===== config.mk =====
export PLATFORM = sky130hd
export DESIGN_NAME = branch_resolve_unit
export DESIGN_NICKNAME = d
export VERILOG_FILES = /design/src/rtl/branch_resolve_unit_pkg.sv /design/src/rtl/branch_resolve_unit_sat_counter.sv /design/src/rtl/branch_resolve_unit.sv
export SDC_FILE = /design/constraint.sdc
export NUM_CORES = 1
export LEC_CHECK = 0
export CORE_ASPECT_RATIO = 1.25
export CORE_UTILIZATION = 53
export CTS_CLUSTER_SIZE = 20
export DETAILED_ROUTE_END_ITERATION = 7
export PLACE_DENSITY = 0.85
export SLEW_MARGIN = 20
export SYNTH_ARGS = -nofsm -noshare
export SYNTH_HDL_FRONTEND = slang
export SYNTH_HIERARCHICAL = 1
export SYNTH_SLANG_ARGS = --single-unit

===== constraint.sdc =====
create_clock -name clk -period 8.5 [get_ports clk]
set_input_delay 0.85 -clock clk [delete_from_list [all_inputs] [get_ports clk]]
set_output_delay 0.85 -clock clk [all_outputs]
set_load 0.1 [all_outputs]

===== src/rtl/branch_resolve_unit_pkg.sv =====
// Shared opcode and instruction-class constants for the branch resolve path.
// The opcodes are the RV32 major opcodes that the static predictor decodes.
package branch_resolve_unit_pkg;

  localparam int XLEN_DEFAULT = 32;

  localparam logic [6:0] OP_BRANCH = 7'b1100011;
  localparam logic [6:0] OP_JAL    = 7'b1101111;
  localparam logic [6:0] OP_JALR   = 7'b1100111;
  localparam logic [6:0] OP_SYSTEM = 7'b1110011;

  localparam logic [1:0] CLS_OTHER = 2'd0;
  localparam logic [1:0] CLS_BR    = 2'd1;
  localparam logic [1:0] CLS_JAL   = 2'd2;
  localparam logic [1:0] CLS_JALR  = 2'd3;

endpackage


===== src/rtl/branch_resolve_unit_sat_counter.sv =====
// Saturating event counter with synchronous clear and asynchronous active-low reset.
// Clear wins over increment; the count sticks at all-ones instead of wrapping.
module sat_counter #(
  parameter int CNT_W = 16
) (
  input  logic             clk,
  input  logic             rst,
  input  logic             inc,
  input  logic             clr,
  output logic [CNT_W-1:0] cnt
);

  function automatic logic [CNT_W-1:0] sat_inc(input logic [CNT_W-1:0] v);
    if (&v) return v;
    return v + {{(CNT_W-1){1'b0}}, 1'b1};
  endfunction

  always_ff @(posedge clk or negedge rst) begin
    if (!rst) begin
      cnt <= '0;
    end else if (clr) begin
      cnt <= '0;
    end else if (inc) begin
      cnt <= sat_inc(cnt);
    end
  end

endmodule


===== src/rtl/branch_resolve_unit.sv =====
// Branch resolve unit: early ID redirect for predicted-taken BRANCH/JAL, EX-side
// correction of mispredictions and JALR targets, plus bring-up statistics counters.
module branch_resolve_unit
  import branch_resolve_unit_pkg::*;
#(
  parameter int XLEN  = XLEN_DEFAULT,
  parameter int CNT_W = 16
) (
  input  logic             clk,
  input  logic             rst,
  input  logic             stall_i,
  input  logic             id_valid_i,
  input  logic [6:0]       id_op_i,
  input  logic [XLEN-1:0]  id_pc_i,
  input  logic [XLEN-1:0]  id_imm_i,
  input  logic             id_pred_taken_i,
  input  logic             ex_cond_i,
  input  logic [XLEN-1:0]  ex_alu_res_i,
  input  logic             cnt_clr_i,
  output logic             id_redirect_o,
  output logic [XLEN-1:0]  id_target_o,
  output logic             ex_redirect_o,
  output logic [XLEN-1:0]  ex_redirect_pc_o,
  output logic             flush_ifid_o,
  output logic             flush_idex_o,
  output logic [CNT_W-1:0] branch_cnt_o,
  output logic [CNT_W-1:0] mispred_cnt_o
);

  logic [1:0]      cls_p0;
  logic            pred_p0;
  logic            early_p0;
  logic [XLEN-1:0] tgt_p0;
  logic [XLEN-1:0] pc4_p0;

  logic            vld_p1;
  logic [1:0]      cls_p1;
  logic            pred_p1;
  logic [XLEN-1:0] tgt_p1;
  logic [XLEN-1:0] pc4_p1;

  logic            retire_p1;
  logic            mis_p1;
  logic [XLEN-1:0] fix_pc_p1;

  // ---- ID stage: classify, qualify prediction, compute targets ----
  always_comb begin
    case (id_op_i)
      OP_BRANCH: cls_p0 = CLS_BR;
      OP_JAL:    cls_p0 = CLS_JAL;
      OP_JALR:   cls_p0 = CLS_JALR;
      default:   cls_p0 = CLS_OTHER;
    endcase
  end

  // SYSTEM is flagged taken by the predictor but lands in CLS_OTHER and is dropped here.
  assign pred_p0  = id_pred_taken_i & (cls_p0 != CLS_OTHER);
  assign early_p0 = pred_p0 & ((cls_p0 == CLS_BR) | (cls_p0 == CLS_JAL));
  assign tgt_p0   = id_pc_i + id_imm_i;
  assign pc4_p0   = id_pc_i + {{(XLEN-3){1'b0}}, 3'd4};

  assign id_redirect_o = rst & id_valid_i & early_p0 & ~stall_i & ~ex_redirect_o;
  assign id_target_o   = rst ? tgt_p0 : '0;

  // ---- ID/EX boundary ----
  always_ff @(posedge clk or negedge rst) begin
    if (!rst) begin
      vld_p1 <= 1'b0;
    end else if (!stall_i) begin
      vld_p1 <= id_valid_i & ~ex_redirect_o;
    end
  end

  always_ff @(posedge clk) begin
    if (!stall_i) begin
      cls_p1  <= cls_p0;
      pred_p1 <= pred_p0;
      tgt_p1  <= tgt_p0;
      pc4_p1  <= pc4_p0;
    end
  end

  // ---- EX stage: resolve and correct ----
  always_comb begin
    mis_p1    = 1'b0;
    fix_pc_p1 = '0;
    case (cls_p1)
      CLS_BR: begin
        mis_p1    = pred_p1 ^ ex_cond_i;
        fix_pc_p1 = pred_p1 ? pc4_p1 : tgt_p1;
      end
      CLS_JALR: begin
        mis_p1    = 1'b1;
        fix_pc_p1 = ex_alu_res_i & {{(XLEN-1){1'b1}}, 1'b0};
      end
      default: begin
        mis_p1    = 1'b0;
        fix_pc_p1 = '0;
      end
    endcase
  end

  // A stalled EX instruction keeps its pending mispredict until the stall clears.
  assign retire_p1        = vld_p1 & ~stall_i;
  assign ex_redirect_o    = retire_p1 & mis_p1;
  assign ex_redirect_pc_o = ex_redirect_o ? fix_pc_p1 : '0;

  assign flush_ifid_o = ex_redirect_o | id_redirect_o;
  assign flush_idex_o = ex_redirect_o;

  sat_counter #(.CNT_W(CNT_W)) u_branch_cnt (
    .clk (clk),
    .rst (rst),
    .inc (retire_p1 & (cls_p1 == CLS_BR)),
    .clr (cnt_clr_i),
    .cnt (branch_cnt_o)
  );

  sat_counter #(.CNT_W(CNT_W)) u_mispred_cnt (
    .clk (clk),
    .rst (rst),
    .inc (ex_redirect_o),
    .clr (cnt_clr_i),
    .cnt (mispred_cnt_o)
  );

endmodule


# Word level (Yosys, flattened, before mapping)
# Cells that the tools add are included.
[word_totals]
word_cells = 60
output_inout_bits = 100
input_bits = 110
register_bits = 100
[op_classes]
bitwise = 15
n_eq_ne = 9
mux = 18
n_reduce_logical = 7
add_sub_neg = 4
[op_table]
columns = ["operator", "count"]
rows = [
  ["two-way mux 16 bit", 6],
  ["two-way mux 32 bit", 3],
  ["case mux 32 bit (2 select lines)", 1],
  ["adder 16 x 1 -> 16 bit, second input constant", 2],
  ["adder 32 x 3 -> 32 bit, second input constant", 1],
  ["adder 32 bit", 1],
  ["AND reduction 16 bit", 2],
  ["== test 7 bit, second input constant", 3],
  ["bitwise AND 1 bit", 10],
  ["two-way mux 1 bit", 6],
  ["inequality test 3 bit, second input constant", 2],
  ["case mux 2 bit (3 select lines)", 1],
  ["nonzero test 2 bit", 3],
  ["== test 2 x 1 -> 1 bit, second input constant", 2],
  ["== test 2 bit, second input constant", 2],
  ["AND reduction 2 bit", 2],
  ["NOT 1 bit", 2],
  ["OR 1 bit", 2],
  ["case mux 1 bit (2 select lines)", 1],
  ["XOR 1 bit", 1],
]

# Logic depth before layout (Yosys ltp)
[logic_depth]
word_depth = 9
ltp_mapped = 9
mapped_depth_nobuf = 9

# Modules after synthesis
# Netlist, hierarchy kept.
[modules_own_cells]
columns = ["module", "seq_area_each_um2", "area_each_um2", "cells_each", "n_inst"]
rows = [
  ["branch_resolve_unit", 2037.0, 5656.7, 628, 1],
  ["sat_counter", 400.4, 899.6, 97, 2],
]

# Worst setup path after synthesis
# No wires, ideal clock.
[synth_timing]
path_type = "in2out"
startpoint = "input port stall_i"
endpoint = "output port ex_redirect_pc_o[0]"
path_buffers = 0
required_ps = 7650
cell_stages = 3
path_slack_ps = 2904
arrival_ps = 4746
cell_sequence = "inv_1 -> nand3_1 -> a211oi_1"
[synth_via]
elab_chain_cells = 4
[synth_lines]
columns = ["element", "line", "rtl"]
rows = [
  ["start, declared", "branch_resolve_unit.sv:11", "input logic stall_i,"],
  ["NOT 1 bit", "branch_resolve_unit.sv:104", "assign retire_p1 = vld_p1 & ~stall_i;"],
  ["bitwise AND 1 bit", "branch_resolve_unit.sv:104", ""],
  ["bitwise AND 1 bit", "branch_resolve_unit.sv:105", "assign ex_redirect_o = retire_p1 & mis_p1;"],
  ["two-way mux 32 bit", "branch_resolve_unit.sv:106", "assign ex_redirect_pc_o = ex_redirect_o ? fix_pc_p1 : '0;"],
  ["end, declared", "branch_resolve_unit.sv:23", "output logic [XLEN-1:0] ex_redirect_pc_o,"],
]
# No other way between the ends.

# Worst setup path in the final report
[layout_timing]
startpoint = "input port id_pc_i[0]"
endpoint = "output port id_target_o[30]"
[layout_via]
elab_chain_cells = 2
[layout_lines]
columns = ["element", "line", "rtl"]
rows = [
  ["start, declared", "branch_resolve_unit.sv:14", "input logic [XLEN-1:0] id_pc_i,"],
  ["adder 32 bit", "branch_resolve_unit.sv:59", "assign tgt_p0 = id_pc_i + id_imm_i;"],
  ["two-way mux 32 bit", "branch_resolve_unit.sv:63", "assign id_target_o = rst ? tgt_p0 : '0;"],
  ["end, declared", "branch_resolve_unit.sv:21", "output logic [XLEN-1:0] id_target_o,"],
]
# No other way between the ends.

==> flow_metrics.py <==
metrics = {
    "clocking": {
        "cts.sinks": 100,
        "insertion_delay_ns": 0.35,
        "cts_tree": "built",
        "cts_resized": 0,
        "cts_setup_buffers": 0,
        "cts_hold_buf": 0,
        "clkTransAtPathRegs_ns": 0.07,
        "htreeDepth": 3,
        "cts-buffers-inserted": 9,
        "root_buffer": "clkbuf_16",
        "cts_max_path_buffers": 2,
    },
    "worst_setup_path": {
        "crit_top_cell": "clkdlybuf4s50_1",
        "crit_arrival_ns": 4.72,
        "critPathMaxFanout": 3,
        "cp_cell_sequence": "clkdlybuf4s50_1, ha_1, fa_1, a211oi_2, o21ai_1, a22oi_2, a21oi_1, a31oi_1, mux2i_1, clkdlybuf4s50_1",
        "slowest_stage": "clkdlybuf4s50_1",
        "critPathLaunch": "id_pc_i[0]",
        "rr_startpoint": "pred_p1",
        "path_delay_family": "buffers and inverters",
        "cp_slowest_stage_delay_ns": 1.16,
        "cp.required_ns": 7.65,
        "crit_buf_inv": 2,
        "path_class": "primary input to output pin",
        "crit_path_end_kind": "output pin",
        "critPathLaunchType": "primary input",
    },
    "timing": {
        "finalSetupTns_ns": 0,
        "report.final.slew_viol_count": 0,
        "skew_ns": 0.00795,
        "finalSetupViolations": 0,
        "finalCriticalPeriod_ns": 5.57,
        "max-slew-margin-rel_pct": 29.9,
        "tightest_slew_ns": 1.04,
        "clock.fmax_mhz": 179,
        "finalCritPeriodShare_pct": 65.6,
        "rsz0062_at_grt": "false",
        "hold_viol": 0,
    },
    "cells_and_area": {
        "register_area_um2": 2840,
        "synthToLayoutAreaGrowth_pct": 32.7,
        "stdcell_count": 1188,
        "fin_nets": 1154,
        "num_antenna_cells": 0,
        "final_util_pct": 71.9,
        "drive_gt1_share_pct": 5.73,
        "fillers": 1053,
        "multi_input_area_um2": 4380,
    },
    "yosys": {
        "syn_nets": 968,
        "synth_cell_types": 65,
        "synth_flop_cell": "edfxtp_1",
        "yosysTopAreaCell": "edfxtp_1",
        "synth_seq_cells": 100,
        "ys_top_cells_by_area": "edfxtp_1 27%, dfrtp_1 11%, ha_1 5.9%",
        "synth_common_cells": "101 x nor2_1, 85 x a21oi_1, 67 x edfxtp_1",
        "async_flop_share_pct": 33.0,
        "ys_seq_area_share_pct": 38.1,
        "ys_warn_count": 6,
        "synth.most_common_cell": "nor2_1",
        "synth_top_area_share_pct": 27.0,
        "syn_area_per_cell_um2": 9.07,
        "syn_inst": 822,
        "synth-edff-count": 67,
        "netlist_area_um2": 7460,
    },
    "worst_hold_path": {
        "worstHoldStart": "vld_p1",
        "hold_path_class": "flip-flop to flip-flop",
    },
    "floorplan": {
        "dieArea_um2": 14500,
        "core_um2": 13800,
        "boundaryPins": 210,
        "rows": 48,
        "die_h_um": 135,
        "die_x_um": 108,
        "start_util_pct": 54.2,
    },
    "power_and_ir_drop": {
        "p_int_uw": 964,
        "power.static_leakage_uw": 0.00372,
        "switching_power_uw": 569,
        "seq_power_share_pct": 38.0,
        "clkPwrFrac_pct": 24.8,
        "finalPower_uw": 1530,
        "swShare_pct": 37.1,
        "peakVddDrop_v": 0.000110,
        "p_comb_share_pct": 37.2,
        "p_per_area_nw_per_um2": 155,
    },
    "global_routing": {
        "antenna_found_initial": 0,
        "grt.total_usage_pct": 28.4,
        "grt_pass1_vias": 6601,
        "grt_start_max_net_pins": 71,
        "gr-total-overflow": 0,
        "grt_pass1_wl_mm": 32.2,
    },
    "placed_design": {
        "dpl.hpwl_mm": 15.9,
        "port_buffers": 208,
        "dpl.cell_count": 1172,
        "gp_congestion": 0.932,
    },
    "outcome": {
        "violations": "DRC",
        "outcome": "finished, violations left",
    },
    "flow_run": {
        "cap_violations": 0,
    },
    "route": {
        "drt_pass1_iterations": 7,
        "drt-initial-drc-count": 503,
        "wl_per_cell_um": 17.5,
        "vias": 7020,
        "drt-total-wl_mm": 20.8,
        "route.antenna.remaining_nets": 0,
        "drc": 1,
        "drt-vias-per-instance": 5.91,
    },
}
==> registers in the layout, summed over array words and instances, names as in the netlist <==
| register | count |
|---|---|
| u_branch_cnt/cnt | 16 |
| tgt_p1 | 32 |
| u_mispred_cnt/cnt | 16 |
| vld_p1 | 1 |
| pred_p1 | 1 |
| cls_p1 | 2 |
| pc4_p1 | 32 |
==> placed cells by master, fill, tap and decap left out, types with 26 or more instances in the layout <==
master | Yosys | final
a21oi_1 | 85 | 85
nor2_1 | 101 | 101
xnor2_1 | 37 | 37
ha_1 | 35 | 35
dfrtp_1 | 33 | 33
mux2i_1 | 39 | 39
nand2_1 | 58 | 58
edfxtp_1 | 67 | 67
nor3_1 | 26 | 26
clkdlybuf4s50_1 | 0 | 207
o21ai_0 | 29 | 29
==> worst paths after layout <==
| path | end | slack (ns) | depth (start not counted) |
|---|---|---|---|
| min | vld_p1 | 0.50 | 2 |
| min in group asynchronous | u_branch_cnt/cnt[15] | 0.66 | 2 |
| max reg2reg | u_mispred_cnt/cnt[12] | 5.46 | 9 |
| max | id_target_o[30] | 2.93 | 10 |
| min reg2reg | vld_p1 | 0.50 | 2 |
| max in group asynchronous | u_mispred_cnt/cnt[6] | 7.31 | 2 |
==> metal layers <==
layer | wire (um) | vias up | track usage [%]
li1 | - | 3419 | -
met1 | 8660 | 3283 | 35.2
met2 | 10500 | 272 | 49.8
met3 | 1080 | 46 | 2.80
met4 | 575 | 0 | 12.3
met5 | 0 | - | 0
==> tightest hold or removal path, delay by kind of cell (launching register included) <==
kind | cells | cell delay (ns)
DFF | 1 | 0.34
and+or+nand+nor | 1 | 0.05
AOI/OAI and AO/OA | 1 | 0.07
==> through the flow <==
step / setup slack, ns / area, um^2 / hold slack, ns
after floorplan: 2.90 / 7460 / 0.447
after global placement: 2.93 / 9620 / 0.464
after detailed placement: 2.91 / 9620 / 0.483
after CTS: 2.90 / 9890 / 0.500
after global routing: 2.75 / 9890 / 0.529
final: 2.93 / 9890 / 0.502
==> final cells by class <==
class	count	share of cell area [%]
clock inverter	6	0.379
timing repair buffer	214	21.5
inverter	16	0.607
multi-input combinational	667	44.2
sequential	100	28.7
clock buffer	10	2.42
tap	175	2.21
==> power groups by stage <==
| stage | Clock [uW] | Sequential [uW] | Combinational, uW |
|---|---|---|---|
| global placement | 0 | 590 | 562 |
| CTS | 384 | 583 | 568 |
| floorplan | 0 | 593 | 394 |
| finish | 380 | 583 | 570 |
| global route | 406 | 586 | 602 |
| detailed placement | 0 | 593 | 566 |
==> kinds of logic after synthesis <==
group | synth area share [%]
AOI/OAI and AO/OA | 17.7
xor gates and xnor gates | 6.70
adders and majority gates | 6.14
buffers and inverters | 3.29
DFF | 38.1
muxes | 5.54
and+or+nand+nor | 22.5
No activity file was read; power rests on OpenSTA's default activity.
